[src/rtl/serial_add_ctrl_if.sv]
// serial_add_ctrl_if: start/done request bus between a requester and the serial adder controller
interface serial_add_ctrl_if #(parameter int WIDTH = 8);
    logic             start;
    logic [WIDTH-1:0] a_in;
    logic [WIDTH-1:0] b_in;
    logic             cin;
    logic             busy;
    logic             done;
    logic [WIDTH-1:0] sum_out;
    logic             cout;
    modport master (output start, a_in, b_in, cin, input busy, done, sum_out, cout);
    modport slave (input start, a_in, b_in, cin, output busy, done, sum_out, cout);
endinterface

[src/rtl/serial_add_ctrl.sv]
// serial_add_ctrl: adds two WIDTH-bit operands LSB first through a single full_adder cell
module serial_add_ctrl #(
    parameter int WIDTH = 8
) (
    input logic             clk,
    input logic             rst_n,
    serial_add_ctrl_if.slave bus
);
    localparam int CW = $clog2(WIDTH + 1);
    typedef enum logic [1:0] {IDLE, RUN, FINISH} state_t;
    state_t           state, state_nx;
    logic [WIDTH-1:0] a_sh, b_sh, sum_sh, sum_nx;
    logic [WIDTH:0]   sh_nx;
    logic [CW-1:0]    count;
    logic             carry, s, co, last;
    full_adder u_fa (.A(a_sh[0]), .B(b_sh[0]), .Cin(carry), .S(s), .Cout(co));
    always_comb begin
        last     = count == CW'(WIDTH - 1);
        sh_nx    = {s, sum_sh};
        sum_nx   = sh_nx[WIDTH:1];
        state_nx = (state == IDLE) ? (bus.start ? RUN : IDLE) :
                   (state == RUN)  ? (last ? FINISH : RUN) : IDLE;
    end
    assign bus.busy = state == RUN;
    assign bus.done = state == FINISH;
    always_ff @(posedge clk or negedge rst_n) begin
        if (!rst_n) begin
            state       <= IDLE;
            a_sh        <= '0;
            b_sh        <= '0;
            sum_sh      <= '0;
            carry       <= 1'b0;
            count       <= '0;
            bus.sum_out <= '0;
            bus.cout    <= 1'b0;
        end else begin
            state <= state_nx;
            if (state == IDLE && bus.start) begin
                a_sh   <= bus.a_in;
                b_sh   <= bus.b_in;
                carry  <= bus.cin;
                sum_sh <= '0;
                count  <= '0;
            end else if (state == RUN) begin
                a_sh   <= a_sh >> 1;
                b_sh   <= b_sh >> 1;
                sum_sh <= sum_nx;
                carry  <= co;
                count  <= count + CW'(1);
                // results become visible only once the last bit is in
                if (last) begin
                    bus.sum_out <= sum_nx;
                    bus.cout    <= co;
                end
            end
        end
    end
endmodule

module full_adder (
    input  logic A,
    input  logic B,
    input  logic Cin,
    output logic S,
    output logic Cout
);
    assign S    = A ^ B ^ Cin;
    assign Cout = (A & B) | (Cin & (A ^ B));
endmodule

[src/flat_wrapper.sv]
// flat-port wrapper written by rule: the top's interface ports become plain ports
module serial_add_ctrl_flat 
#(
    parameter int WIDTH = 8
)
  (clk, rst_n, bus_start, bus_a_in, bus_b_in, bus_cin, bus_busy, bus_done, bus_sum_out, bus_cout);
  serial_add_ctrl_if #(.WIDTH(WIDTH)) bus_i ();
  input logic clk;
  input logic rst_n;
  input wire logic [$bits(bus_i.start)-1:0] bus_start;
  input wire logic [$bits(bus_i.a_in)-1:0] bus_a_in;
  input wire logic [$bits(bus_i.b_in)-1:0] bus_b_in;
  input wire logic [$bits(bus_i.cin)-1:0] bus_cin;
  output wire logic [$bits(bus_i.busy)-1:0] bus_busy;
  output wire logic [$bits(bus_i.done)-1:0] bus_done;
  output wire logic [$bits(bus_i.sum_out)-1:0] bus_sum_out;
  output wire logic [$bits(bus_i.cout)-1:0] bus_cout;
  assign bus_i.start = bus_start;
  assign bus_i.a_in = bus_a_in;
  assign bus_i.b_in = bus_b_in;
  assign bus_i.cin = bus_cin;
  assign bus_busy = bus_i.busy;
  assign bus_done = bus_i.done;
  assign bus_sum_out = bus_i.sum_out;
  assign bus_cout = bus_i.cout;
  serial_add_ctrl #(.WIDTH(WIDTH)) u_core (.clk(clk), .rst_n(rst_n), .bus(bus_i));
endmodule
[config.mk]
export PLATFORM = sky130hd
export DESIGN_NAME = serial_add_ctrl_flat
export DESIGN_NICKNAME = d
export VERILOG_FILES = /design/src/rtl/serial_add_ctrl_if.sv /design/src/rtl/serial_add_ctrl.sv /design/src/flat_wrapper.sv
export SDC_FILE = /design/constraint.sdc
export NUM_CORES = 1
export LEC_CHECK = 0
export ABC_AREA = 1
export BUFFER_PORTS_ARGS = -buffer_cell sky130_fd_sc_hd__buf_4
export CORE_MARGIN = 3
export CORE_UTILIZATION = 35
export CTS_BUF_LIST = sky130_fd_sc_hd__clkbuf_16
export DETAILED_ROUTE_END_ITERATION = 16
export PLACE_DENSITY = 0.64
export SLEW_MARGIN = 20
export SYNTH_ARGS = -nofsm -noshare
export SYNTH_HDL_FRONTEND = slang
export SYNTH_HIERARCHICAL = 1
export SYNTH_SLANG_ARGS = --single-unit
[constraint.sdc]
create_clock -name clk -period 2.5 [get_ports clk]
set_clock_uncertainty 0.15 [all_clocks]
set_input_delay 0.5 -clock clk [delete_from_list [all_inputs] [get_ports clk]]
set_output_delay 0.5 -clock clk [all_outputs]
set_load 0.03 [all_outputs]
; ---- Yosys cells after proc, flatten, opt, wreduce, memory -nomap -nowiden
; Index checks and enable logic that the tools add are counted.
[totals]
register_bits = 40
in_bits = 20
[classes]
add_sub_neg = 1
n_eq_ne = 3
n_mux = 14
bitwise_logic = 6
n_reduce_logical = 4
[op_table]
columns = op, count
row1 = $mux 8, 6
row2 = $mux 4, 2
row3 = $mux 2, 3
row4 = $add 4x1->4 const B, 1
row5 = $eq 4x3->1 const B, 1
row6 = $mux 1, 3
row7 = $reduce_and 3->1, 1
row8 = $and 1x1->1, 2
row9 = $eq 2x1->1 const B, 1
row10 = $eq 2x2->1 const B, 1
row11 = $logic_not 2->1, 1
row12 = $reduce_bool 2->1, 1
row13 = $xor 1x1->1, 2
row14 = $logic_and 1x1->1, 1
row15 = $not 1->1, 1
row16 = $or 1x1->1, 1

; ---- Logic depth before layout (Yosys ltp)
[depth]
ltp_word = 5
mapped_depth = 7
mapped_depth_nobuf = 7

; ---- Hierarchy
; The synthesis kept the hierarchy.
[by_module_without_submodules]
columns = mod, instances, cells_each, area_each_um2, seq_area_each_um2
row1 = serial_add_ctrl, 1, 178, 1662.8, 975.9
row2 = full_adder, 1, 1, 20.0, 0.0

; ---- Worst setup path before layout
; No wires, ideal clock.
[synth_path]
path_kind = reg2out
from = register u_core.state[0]
to = output port bus_done
arrival_ns = 0.865
t_required_ns = 1.850
setup_slack_ns = 0.985
path_stages_with_launch = 2
path_buffers = 0
cell_sequence = dfrtp_1 -> nor2_1
[synth_via]
elab_chain_cells = 1
[synth_rtl]
columns = item, line
row1 = from (decl), serial_add_ctrl.sv:11  ; state_t state, state_nx;
row2 = from (signal assigned), serial_add_ctrl.sv:37  ; state <= state_nx;
row3 = $eq 2x2->1, serial_add_ctrl.sv:25  ; assign bus.done = state == FINISH;
row4 = to (decl), flat_wrapper.sv:15  ; output wire logic [$bits(bus_i.done)-1:0] bus_done;
; Every way passes these cells.

; ---- Final worst setup path
[layout_path]
from = register u_core.state[0]
to = output port bus_busy
[layout_via]
elab_chain_cells = 1
[layout_rtl]
columns = item, line
row1 = $eq 2x1->1, serial_add_ctrl.sv:24  ; assign bus.busy = state == RUN;
row2 = to (decl), flat_wrapper.sv:14  ; output wire logic [$bits(bus_i.busy)-1:0] bus_busy;
; Every way passes these cells.

==> flow_summary.ini <==
[outcome]
outcome = complete, no violations

[critical_path]
path_delay_family = flip-flops
critPathCapture = bus_busy
crit_buf_inv = 2
crit_path_top_delay_cell = dfrtp_1
cp_max_fo = 11
worstRegToRegCells = 6
end_kind = output port
critPathMaxStageDelay_ps = 440
r2r-start = u_core/state[1]
reg2reg_slack_ps = 810
cp.depth = 3
arrival_ps = 1240
cp.required_ps = 1850
cp-startpoint = u_core/state[0]
crit_type = reg -> out
path_cells = inv_2, nor2_4, buf_4
start_kind = flop
rr_endpoint = u_core/count[3]

[cts]
htree_levels = 2
clock_sinks = 39
cts_tree = built
postCtsSetupBuffers = 0
root_buffer = clkbuf_16
cts_resized = 0
clkTransAtPathRegs_ps = 50
cts_inserted_buffers = 5
postCtsHoldBufs = 0
clock_path_buffers = 2
clk_latency_ps = 280

[power_and_ir_drop]
power_density_nw_per_um2 = 1290
peakVddDrop_v = 0.000673
p_leak_nw = 1.04

[timing]
setup-tns-final_ps = 0
setup-violations-final = 0
slew_headroom_pct = 65.2
post-route-period-util_pct = 75.5
holdWs_ps = 28.4
maxSlewViolCount = 0
setup_slack_ps = 612
hold_violations = 0
period_minus_slack_ps = 1890
grt_setup_unrepaired = false
max_clock_freq_mhz = 530
tightestPinTransition_ps = 520

[global_routing]
grt_use_total_pct = 13.9
grt-ovfl-total = 0
grt_pass1_vias = 1363
grt_start_max_net_pins = 40
antenna_found_initial = 0
grt_pass1_wl_um = 6000

[place]
io_buffers = 30
post-place-cells = 254
gp_congestion = 0.751
dp_hpwl_um = 2250
dp_slack_ps = 721

[route]
antenna_left = 0
first_pass_iters = 6
via_count = 1293
detail_route.wl_per_cell_um = 12.6
drc = 0
drt_iter0_markers = 64
via_per_inst = 4.94
wirelength_um = 3300

[logic_synthesis]
yosysUniqueCellTypes = 18
ys_ff_latch = 39
netlist_area_um2 = 1680
yosysWarnings = 6
avgSynthCellArea_um2 = 9.40
syn_inst = 179
ys_seq_area_share_pct = 58.0
syn_nets = 201

[layout]
fin_util_pct = 45.8
synthToLayoutAreaGrowth_pct = 22.5
final_common_cell = nand2_1
fin_nets = 231
fin_cells = 262
num_antenna_cells = 0
drive_above_1_share_pct = 24.3
layout_common_cells = 53 x nand2_1, 39 x dfrtp_1, 34 x nand3_1

[floorplan]
initial_core_util_pct = 37.4
dieArea_um2 = 5680
coreArea_um2 = 4500
io_pins = 31
rows = 24
die_w_um = 75.3
dieHeight_um = 75.3

[job]
cap_violations = 0

[min_path]
worstHoldPathType = in -> async
==> sequential cells by signal, indices dropped and copies added, names as in the netlist <==
signal	count
u_core/bus.sum_out	8
u_core/state	2
u_core/b_sh	8
u_core/a_sh	8
u_core/count	4
u_core/bus.cout	1
u_core/carry	1
u_core/sum_sh	7
==> routing by layer <==
metal	up-vias	share of wire (%)	track usage [%]
li1	644	-	-
met1	612	50	18.7
met2	31	44	21.8
met3	6	5.1	4.22
met4	0	1.3	4.08
met5	-	0	0
==> logic make-up after synthesis <==
logic type      after synthesis  share of synthesized area (%)
buf+inv                      20                           6.02
simple gates                 99                           26.4
fa+ha+maj                     2                           1.93
compound gates               19                           7.66
flops                        39                           58.0
==> worst min-delay path by stage <==
stage                                      from                    end  slack [ps]  cells after the start
after floorplan                           rst_n         u_core/a_sh[0]          50                      0
after global placement    u_core/bus.sum_out[2]  u_core/bus.sum_out[2]         320                      2
after detailed placement  u_core/bus.sum_out[3]  u_core/bus.sum_out[3]         320                      2
after CTS                                 rst_n  u_core/bus.sum_out[1]          50                      1
after global routing                      rst_n  u_core/bus.sum_out[3]          70                      1
final                                     rst_n  u_core/bus.sum_out[3]          30                      1
==> cell type report <==
type / instances / area [um2]
clock buffer: 5 / 125
clock inverter: 3 / 11.3
fill: 448 / 2440
inverter: 12 / 45.0
multi-input combinational: 120 / 606
sequential: 39 / 976
tap: 52 / 65.1
timing repair buffer: 31 / 233
==> synth_stat cells <==
master / number / area [um2]
dfrtp_1: 39 / 976
o22ai_1: 6 / 37.5
nand2_4: 1 / 11.3
inv_2: 2 / 7.51
o21ai_0: 4 / 20.0
ha_1: 1 / 12.5
nand2_2: 3 / 18.8
inv_1: 10 / 37.5
nor2_1: 6 / 22.5
o21ai_2: 7 / 61.3
fa_1: 1 / 20.0
buf_6: 1 / 11.3
nor2_4: 2 / 22.5
buf_2: 3 / 15.0
nand3_1: 34 / 170
buf_4: 4 / 30.0
nand2_1: 53 / 199
a21oi_1: 2 / 10.0
==> report_power, final <==
| part | total, mW | switching (mW) | internal, mW |
|---|---|---|---|
| Clock | 0.580 | 0.222 | 0.358 |
| Sequential | 1.06 | 0.153 | 0.902 |
| Combinational | 1.03 | 0.659 | 0.368 |
==> stage by stage <==
step | power, mW | area [um2]
after floorplan | 1.81 | 1680
after global placement | 2.08 | 1920
after detailed placement | 2.11 | 1920
after CTS | 2.70 | 2060
after global routing | 2.88 | 2060
final | 2.66 | 2060
No activity file was read; power rests on OpenSTA's default activity.
